`config.mk`:
```
export PLATFORM = sky130hd
export DESIGN_NAME = cl2_pl_exu_wbctrl
export DESIGN_NICKNAME = d
export VERILOG_FILES = /design/src/rtl/cl2_pl_exu_pkg.sv /design/src/rtl/cl2_pl_exu_wbarb.sv /design/src/rtl/cl2_pl_exu_wbctrl.sv
export SDC_FILE = /design/constraint.sdc
export NUM_CORES = 1
export LEC_CHECK = 0
export BUFFER_PORTS_ARGS = -buffer_cell sky130_fd_sc_hd__buf_2
export CORE_MARGIN = 3
export CORE_UTILIZATION = 47
export CTS_CLUSTER_DIAMETER = 100
export DETAILED_ROUTE_END_ITERATION = 12
export PLACE_DENSITY = 0.79
export SYNTH_ARGS = -nofsm -noshare
export SYNTH_HDL_FRONTEND = slang
export SYNTH_SLANG_ARGS = --single-unit
export TNS_END_PERCENT = 50
```
`constraint.sdc`:
```
create_clock -name clk_i -period 3.3 [get_ports clk_i]
set_input_delay 0.33 -clock clk_i [delete_from_list [all_inputs] [get_ports clk_i]]
set_output_delay 0.33 -clock clk_i [all_outputs]
set_load 0.005 [all_outputs]
```
`src/rtl/cl2_pl_exu_pkg.sv`:
```
// cl2_pl_exu_pkg: shared execute-stage types and constants for the write-back path.
`ifndef CL2_REGFILE_WIDTH
`define CL2_REGFILE_WIDTH 5
`endif
`ifndef CL2_XLEN
`define CL2_XLEN 32
`endif
`ifndef CL2_REGFILE_NUM
`define CL2_REGFILE_NUM 32
`endif
package cl2_pl_exu_pkg;
   localparam int NUM_WB_REQ = 3;
   localparam int WB_ALU     = 0;
   localparam int WB_LSU     = 1;
   localparam int WB_MDU     = 2;
   localparam int RF_W       = `CL2_REGFILE_WIDTH;
   localparam int XLEN       = `CL2_XLEN;
   localparam int RF_NUM     = `CL2_REGFILE_NUM;
   typedef struct packed {
      logic [RF_W-1:0] idx;
      logic [XLEN-1:0] dat;
   } wb_req_t;
endpackage

```
`src/rtl/cl2_pl_exu_wbarb.sv`:
```
// cl2_pl_exu_wbarb: one-hot write-back arbiter; round-robin with CL2_WB_RR_EN, else fixed lowest-index priority.
import cl2_pl_exu_pkg::*;
module cl2_pl_exu_wbarb #(
   parameter int N = NUM_WB_REQ
) (
`ifdef CL2_WB_RR_EN
   input  logic         clk_i,
   input  logic         rst_n_i,
`endif
   input  logic [N-1:0] req_i,
   output logic [N-1:0] gnt_o
);
`ifdef CL2_WB_RR_EN
   localparam int PW = N > 1 ? $clog2(N) : 1;
   logic [PW-1:0] ptr_q, ptr_d;
   int j;
   always_comb begin
      gnt_o = '0;
      ptr_d = ptr_q;
      j     = 0;
      for (int i = 0; i < N; i++) begin
         j = (int'(ptr_q) + i) % N;
         if (req_i[j] && gnt_o == '0) begin
            gnt_o[j] = 1'b1;
            ptr_d    = PW'((j + 1) % N);
         end
      end
   end
   always_ff @(posedge clk_i or negedge rst_n_i)
      if (!rst_n_i) ptr_q <= '0;
      else          ptr_q <= ptr_d;
`else
   assign gnt_o = req_i & (~req_i + N'(1));
`endif
endmodule

```
`src/rtl/cl2_pl_exu_wbctrl.sv`:
```
// cl2_pl_exu_wbctrl: arbitrates functional-unit write-backs onto the regfile port and tracks busy registers.
// Arbitration policy selected by CL2_WB_RR_EN (round-robin) or fixed priority when undefined.
import cl2_pl_exu_pkg::*;
module cl2_pl_exu_wbctrl #(
   parameter int NUM_REQ = NUM_WB_REQ
) (
   input  logic                      clk_i,
   input  logic                      rst_n_i,
   input  logic                      iss_vld_i,
   output logic                      iss_rdy_o,
   input  logic                      iss_wr_i,
   input  logic [RF_W-1:0]           iss_rd_idx_i,
   input  logic [RF_W-1:0]           iss_rs1_idx_i,
   input  logic [RF_W-1:0]           iss_rs2_idx_i,
   output logic                      hazard_o,
   input  logic [NUM_REQ-1:0]        wb_vld_i,
   output logic [NUM_REQ-1:0]        wb_rdy_o,
   input  logic [NUM_REQ*RF_W-1:0]   wb_idx_i,
   input  logic [NUM_REQ*XLEN-1:0]   wb_dat_i,
   output logic                      rf_wen_o,
   output logic [RF_W-1:0]           rf_idx_o,
   output logic [XLEN-1:0]           rf_dat_o,
   output logic [RF_NUM-1:0]         busy_o
);
   wb_req_t           sel;
   logic              rf_wen_q, rf_wen_d;
   wb_req_t           rf_q;
   logic [RF_NUM-1:0] busy_q, busy_d;

   cl2_pl_exu_wbarb #(.N(NUM_REQ)) u_arb (
`ifdef CL2_WB_RR_EN
      .clk_i   (clk_i),
      .rst_n_i (rst_n_i),
`endif
      .req_i   (wb_vld_i),
      .gnt_o   (wb_rdy_o)
   );

   // Grant is one-hot, so OR-ing the masked requests acts as the mux.
   always_comb begin
      sel = '0;
      for (int k = 0; k < NUM_REQ; k++)
         if (wb_rdy_o[k]) sel = sel | {wb_idx_i[k*RF_W +: RF_W], wb_dat_i[k*XLEN +: XLEN]};
   end

   assign hazard_o  = busy_q[iss_rs1_idx_i] | busy_q[iss_rs2_idx_i] | (iss_wr_i & busy_q[iss_rd_idx_i]);
   assign iss_rdy_o = iss_vld_i & ~hazard_o;
   assign rf_wen_d  = (|wb_rdy_o) & (|sel.idx);

   always_comb begin
      busy_d = busy_q;
      if (rf_wen_q) busy_d[rf_q.idx] = 1'b0;
      if (iss_rdy_o && iss_wr_i) busy_d[iss_rd_idx_i] = 1'b1;
      busy_d[0] = 1'b0;
   end

   always_ff @(posedge clk_i or negedge rst_n_i)
      if (!rst_n_i) begin
         rf_wen_q <= 1'b0;
         rf_q     <= '0;
         busy_q   <= '0;
      end else begin
         rf_wen_q <= rf_wen_d;
         if (|wb_rdy_o) rf_q <= sel;
         busy_q   <= busy_d;
      end

   assign rf_wen_o = rf_wen_q;
   assign rf_idx_o = rf_q.idx;
   assign rf_dat_o = rf_q.dat;
   assign busy_o   = busy_q;
endmodule

```
==> results of run 1 <==
-- power groups by stage --
stage	Sequential (mW)	Combinational [mW]	Clock [mW]
6_report	1.31	1.14	0.780
5_1_grt	1.34	1.24	0.828
4_1_cts	1.30	1.14	0.791
3_5_place_dp	1.31	1.14	0
3_3_place_gp	1.31	1.09	0
2_1_floorplan	1.22	0.718	0
-- placed cells by master (no fill, tap or decap), types with 9 or more instances in the layout --
cell                       instances
sky130_fd_sc_hd__buf_2           206
sky130_fd_sc_hd__dfrtp_1          69
sky130_fd_sc_hd__o22ai_1          68
sky130_fd_sc_hd__nand2_1          50
sky130_fd_sc_hd__o21ai_0          39
sky130_fd_sc_hd__a21oi_1          33
sky130_fd_sc_hd__o31ai_2          27
sky130_fd_sc_hd__mux2i_1          11
sky130_fd_sc_hd__mux4_2           10
sky130_fd_sc_hd__clkbuf_8         10
sky130_fd_sc_hd__nor2_1            9
sky130_fd_sc_hd__mux2_2            9
-- state kept, by name (all words and copies together) (netlist names) --
name and cells:
rf_wen_o 1, rf_dat_o 32, rf_idx_o 5, busy_o 31
-- area by class of cell --
class                   instances  area, sq um  area share, %
diodes                          2         5.00         0.0893
inverters                       6         22.5          0.402
repair buffers                213         1080           19.3
well taps                     108          135           2.41
multi-input cells             323         2400           42.9
clock inverters                 6         86.3           1.54
clock buffers                  10          138           2.46
flip-flops and latches         69         1730           30.8
-- worst max-delay path, delay by kind of cell (launching register included) --
family                 cells  cell delay, ns
AO/OA/AOI/OAI              3            0.71
buffers and inverters      1            0.15
multiplexers               2            0.97
flip-flops                 1            0.46
-- path summary, 6_finish.rpt --
| path | from | endpoint | slack, ns | cells after the start |
|---|---|---|---|---|
| max | busy_o[7] | iss_rdy_o | 0.33 | 6 |
| min | rst_n_i | rf_dat_o[6] | 0.08 | 1 |
| max reg2reg | busy_o[7] | busy_o[18] | 0.62 | 6 |
| min reg2reg | rf_dat_o[18] | rf_dat_o[18] | 0.57 | 2 |
| max in group asynchronous | rst_n_i | rf_dat_o[18] | 2.37 | 2 |
| min in group clk_i | wb_dat_i[24] | rf_dat_o[24] | 0.27 | 3 |
-- metal layers --
metal  up-vias  GRT usage (%)  share of wire [%]
met4         0           11.9                2.4
met2       282           46.0                 50
met5         -              0                  0
met1      2170           35.0                 38
li1       2077              -                  -
met3        27           7.17                 10
-- logic make-up after synthesis --
group / count (synthesis) / synth area share (%)
mux: 36 / 13.6
simple gates: 95 / 10.7
buf+inv: 49 / 5.22
flops: 69 / 39.6
compound gates: 191 / 30.7
other cells: 1 / 0.0860
-- stage by stage --
| step | area (sq um) | instances | utilization, % | power, mW |
|---|---|---|---|---|
| floorplan | 4360 | 441 | - | 1.94 |
| global placement | 5370 | 719 | 60.7 | 2.40 |
| detailed placement | 5370 | 719 | 60.7 | 2.45 |
| CTS | 5600 | 735 | 63.2 | 3.23 |
| global route | 5600 | 737 | 63.3 | 3.40 |
| finish | 5600 | 737 | 63.3 | 3.23 |
==> results.sh, run 1 <==
export IMPL_status="completed"
export IMPL_number_of_filler_cells_placed_in_the_layout=756
export IMPL_asyncSetResetFlopFracSynth_pct=100
export IMPL_synth_cell_type_count=46
export IMPL_wl_um=14800
export IMPL_syn_avg_cell_area_sq_um=9.88
export IMPL_cts_htree_levels=3
export IMPL_die_width_um=102
export IMPL_grt_pass1_vias=4414
export IMPL_clkPwrFrac_pct=24.1
export IMPL_gp_routability_congestion=0.926
export IMPL_clkTransAtPathRegs_ns=0.08
export IMPL_post_cts_resized=0
export IMPL_timing_hold_violations_final=0
export IMPL_ys_top_cells_by_count="sky130_fd_sc_hd__dfrtp_1, sky130_fd_sc_hd__o22ai_1, sky130_fd_sc_hd__nand2_1"
export IMPL_internal_power_mw=2.05
export IMPL_detailedRoute_firstIterationViolations=289
export IMPL_tns_ns=0
export IMPL_postCtsHoldBufs=0
export IMPL_netlist_area_sq_um=4360
export IMPL_design_final_nets=755
export IMPL_cts_inserted_buffers=9
export IMPL_finalCriticalPeriod_ns=2.97
export IMPL_routedWlPerCell_um=20.1
export IMPL_ys_dominant_reg_cell="sky130_fd_sc_hd__dfrtp_1"
export IMPL_synth_top_area_share_pct=39.6
export IMPL_cts_max_path_bufs=2
export IMPL_vdd_drop_max_uv=336
export IMPL_placement_io_buffers=206
export IMPL_vias=4556
export IMPL_initial_utilization_pct=49.3
export IMPL_min_path_type="primary input to asynchronous set/reset pin"
export IMPL_fmax_mhz=337
export IMPL_p_sw_share_pct=36.6
export IMPL_post_synth_main_area_contributors="sky130_fd_sc_hd__dfrtp_1, sky130_fd_sc_hd__o22ai_1, sky130_fd_sc_hd__o31ai_2"
export IMPL_share_seq_of_total_power_pct=40.7
export IMPL_final_setup_worst_slack_ns=0.331
export IMPL_critical_path_max_stage_delay_ns=0.51
export IMPL_drive_gt1_share_pct=45.0
export IMPL_fp_dieH_um=102
export IMPL_setup_fix_bufs_post_cts=0
export IMPL_critical_path_startpoint_type="flop"
export IMPL_p_switching_mw=1.18
export IMPL_grt_pass1_wl_um=22700
export IMPL_syn_instance_count=441
export IMPL_largest_net_degree_at_the_start_of_global_routing=67
export IMPL_ioPinCount=208
export IMPL_crit_path_cell_trace="mux4_1 > mux4_2 > a2bb2oi_1 > a211o_4 > a211oi_2 > buf_2"
export IMPL_critical_path_class="flop to output port"
export IMPL_ctsRootBufferMaster="sky130_fd_sc_hd__clkbuf_8"
export IMPL_dpl_hpwl_um=10900
export IMPL_pwr_density_cell_nw_per_um2=576
export IMPL_synthesis_yosys_warnings=0
export IMPL_library_cell_occupying_the_most_area_in_the_post_synthesis_netlist="sky130_fd_sc_hd__dfrtp_1"
export IMPL_slowest_stage="sky130_fd_sc_hd__mux4_1"
export IMPL_route_detailed_vias_per_inst=6.18
export IMPL_report_final_slew_viol_count=0
export IMPL_coreArea_sq_um=8850
export IMPL_tritoncts="yes"
export IMPL_comb_power_share_pct=35.2
export IMPL_grt_antenna_before_repair=2
export IMPL_die_area_sq_um=10500
export IMPL_worst_slew_margin_pct=24.4
export IMPL_static_leakage_power_nw=2.52
export IMPL_yosys_register_bits=69
export IMPL_crit_fanout=5
export IMPL_syn2layout_area_growth_pct=28.5
export IMPL_cp_required_ns=2.97
export IMPL_syn_nets=574
export IMPL_congestion_overflow_gr=0
export IMPL_first_pass_iters=5
export IMPL_seq_area_frac_synth_pct=39.6
export IMPL_yosys_cell_count_top_type="sky130_fd_sc_hd__dfrtp_1"
export IMPL_drt_antenna_violating_nets=0
export IMPL_global_route_usage_total_pct=27.9
export IMPL_final_setup_viol_count=0
export IMPL_cp_end_kind="output port"
export IMPL_floorplan_row_count=34
export IMPL_timing_critical_path_arrival_ns=2.64
export IMPL_max_slew_worst_pin_slew_ns=1.13
export IMPL_fin_worst_skew_ns=0.00743
export IMPL_setup_repair_after_global_routing_missed_its_margin="no"
export IMPL_pre_cts_slack_ns=0.467
export IMPL_final_period_utilization_pct=90.0
export IMPL_maxCapViolations=0
export IMPL_finalHoldWorstSlack_ns=0.0806
export IMPL_drt_drc_violations_left=0
export IMPL_clk_insertion_delay_late_ns=0.34
export IMPL_cts_num_sinks=69
export IMPL_post_synth_edffs=0
Note: power is estimated with default switching activity, not from simulation.
==> run 2, diff against run 1 <==
--- a/config.mk
+++ b/config.mk
@@ -7,10 +7,10 @@
 export LEC_CHECK = 0
 export BUFFER_PORTS_ARGS = -buffer_cell sky130_fd_sc_hd__buf_2
 export CORE_MARGIN = 3
-export CORE_UTILIZATION = 47
+export CORE_UTILIZATION = 43
 export CTS_CLUSTER_DIAMETER = 100
 export DETAILED_ROUTE_END_ITERATION = 12
-export PLACE_DENSITY = 0.79
+export PLACE_DENSITY = 0.76
 export SYNTH_ARGS = -nofsm -noshare
 export SYNTH_HDL_FRONTEND = slang
 export SYNTH_SLANG_ARGS = --single-unit
==> constraint.sdc (replaced) <==
create_clock -name clk_i -period 2.6 [get_ports clk_i]
set_input_delay 0.26 -clock clk_i [delete_from_list [all_inputs] [get_ports clk_i]]
set_output_delay 0.26 -clock clk_i [all_outputs]
set_load 0.005 [all_outputs]
==> run 2 against run 1 <==
  * The flow now finishes with violations (negative hold slack, negative setup slack)
  * Utilization down 4.2 points
  * Clock skew down 0.00085 ns
  * Die area up 8.7%
  * Register-to-register slack worse by 0.56 ns
  * Flip-flop and latch count unchanged
  * First-iteration DRC count down 6.6%
  * Setup slack worse by 0.46 ns
  * Sequential share of layout area down 1.1 points
==> results.sh, run 2 (same netlist as run 1, synthesis figures left out) <==
export IMPL_fp_dieH_um=107
export IMPL_failed_checks="negative hold slack, negative setup slack"
export IMPL_static_leakage_power_nw=2.63
export IMPL_final_setup_worst_slack_ns=-0.132
export IMPL_critical_path_class="flop to output port"
export IMPL_route_layer_met1_wl_um=5610
export IMPL_detailedRoute_firstIterationViolations=270
export IMPL_fmax_mhz=366
export IMPL_floorplan_row_count=36
export IMPL_mostFrequentLayoutCells="sky130_fd_sc_hd__buf_2, sky130_fd_sc_hd__dfrtp_1, sky130_fd_sc_hd__o22ai_1, sky130_fd_sc_hd__nand2_1, sky130_fd_sc_hd__o21ai_0"
export IMPL_worst_path_dominant_cell_family="multiplexers"
export IMPL_fin_worst_skew_ns=0.00658
export IMPL_drt_antenna_violating_nets=0
export IMPL_critical_path_max_stage_delay_ns=0.47
export IMPL_cts_num_sinks=69
export IMPL_grt_pass1_wl_um=24000
export IMPL_routedWlPerCell_um=19.5
export IMPL_crit_path_cell_trace="mux4_2 > mux4_2 > a2bb2oi_1 > a211o_4 > a21o_1 > buf_2"
export IMPL_status="complete, but fails checks"
export IMPL_largest_net_degree_at_the_start_of_global_routing=41
export IMPL_postCtsHoldBufs=0
export IMPL_die_width_um=107
export IMPL_syn2layout_area_growth_pct=33.2
export IMPL_worst_slew_margin_pct=22.1
export IMPL_vdd_drop_max_uv=308
export IMPL_grt_pass1_vias=4747
export IMPL_placement_io_buffers=206
export IMPL_ioPinCount=208
export IMPL_coreArea_sq_um=9820
export IMPL_drt_drc_violations_left=0
export IMPL_critical_path_startpoint_type="flop"
export IMPL_drive_gt1_share_pct=47.7
export IMPL_cell_depth_of_the_worst_setup_path=6
export IMPL_global_route_usage_total_pct=26.5
export IMPL_final_period_utilization_pct=105
export IMPL_worstPathBufferInverterCount=1
export IMPL_design_final_nets=783
export IMPL_initial_utilization_pct=44.4
export IMPL_finalCriticalPeriod_ns=2.73
export IMPL_tritoncts="yes"
export IMPL_cts_htree_levels=3
export IMPL_r2r_cells=7
export IMPL_max_slew_worst_pin_slew_ns=1.17
export IMPL_wl_um=15400
export IMPL_grt_antenna_before_repair=2
export IMPL_cp_required_ns=2.34
export IMPL_die_area_sq_um=11400
export IMPL_timing_critical_path_arrival_ns=2.47
export IMPL_setup_repair_after_global_routing_missed_its_margin="yes"
export IMPL_power_total_mw=4.12
export IMPL_congestion_overflow_gr=0
export IMPL_crit_fanout=4
export IMPL_final_setup_viol_count=2
export IMPL_finalHoldWorstSlack_ns=-0.0116
export IMPL_maxCapViolations=0
export IMPL_min_path_type="primary input to asynchronous set/reset pin"
export IMPL_clk_insertion_delay_late_ns=0.34
export IMPL_critical_path_top_cell_by_count="sky130_fd_sc_hd__mux4_2"
export IMPL_ctsRootBufferMaster="sky130_fd_sc_hd__clkbuf_8"
export IMPL_mostFrequentLayoutCell="sky130_fd_sc_hd__buf_2"
export IMPL_worst_r2r_setup_slack_ns=0.06
export IMPL_timing_hold_violations_final=7
export IMPL_largest_register_ffs=32
export IMPL_met2_layer_wire_length_in_the_routed_design_um=7740
export IMPL_top_layer_used="met4"
export IMPL_slowest_stage="sky130_fd_sc_hd__mux4_2"
export IMPL_pwr_density_cell_nw_per_um2=710
export IMPL_clkTransAtPathRegs_ns=0.07
export IMPL_cts_max_path_bufs=2
export IMPL_first_pass_iters=5
export IMPL_report_final_slew_viol_count=0
export IMPL_vias=4718
export IMPL_wl_met3_um=1550
export IMPL_cp_end_kind="output port"
export IMPL_route_detailed_vias_per_inst=5.98
export IMPL_gp_routability_congestion=0.957
export IMPL_pre_cts_slack_ns=-0.00549
export IMPL_cts_inserted_buffers=9
export IMPL_dpl_hpwl_um=11800
[run 2: cell count changes in the layout (fill, tap and decap cells not counted), moves of 3 or more]
cell,previous run,this run
sky130_fd_sc_hd__buf_4,7,33
sky130_fd_sc_hd__clkbuf_1,0,3
sky130_fd_sc_hd__mux4_1,6,3
sky130_fd_sc_hd__mux4_2,10,13
[run 2: path summary, 6_finish.rpt]
check,startpoint,end
min reg2reg,rf_dat_o[8],rf_dat_o[8]
min,rst_n_i,rf_dat_o[26]
max reg2reg,busy_o[19],busy_o[3]
max,busy_o[19],hazard_o
min in group clk_i,wb_idx_i[4],rf_idx_o[4]
max in group asynchronous,rst_n_i,busy_o[17]
[run 2: final cells by class]
type | instances | area [sq um]
clock buffers | 13 | 149
repair buffers | 241 | 1310
fillers | 874 | 4010
multi-input cells | 323 | 2420
diodes | 2 | 5.00
flip-flops and latches | 69 | 1730
clock inverters | 2 | 10.0
inverters | 6 | 22.5
well taps | 133 | 166
[run 2: stage by stage]
stage               instances  utilization, %  TNS [ns]  instance area, sq um
finish                    789            59.1    -0.262                  5810
global route              789            59.1    -0.389                  5810
CTS                       787            59.0    -0.297                  5790
detailed placement        771            57.2  -0.00882                  5620
global placement          771            57.2         0                  5620
floorplan                 441               -         0                  4360
[run 2: per-layer routing]
metal | GRT usage (%) | up-vias
met5 | 0 | -
met4 | 11.7 | 0
met3 | 5.96 | 40
met2 | 45.1 | 294
met1 | 32.1 | 2251
li1 | - | 2133
[run 2: report_power, final]
| group | total (mW) | leakage [nW] | switching, mW | internal [mW] |
|---|---|---|---|---|
| Combinational | 1.79 | 1.73 | 0.885 | 0.909 |
| Clock | 0.756 | 0.0833 | 0.390 | 0.366 |
| Sequential | 1.57 | 0.819 | 0.258 | 1.31 |
[run 2: what timing repair did]
item | in CTS | in global routing
endpoints found under the setup margin | 2 | 12
pin swaps | 4 | 1
setup buffers | 1 | 0
resized for setup | 7 | 2
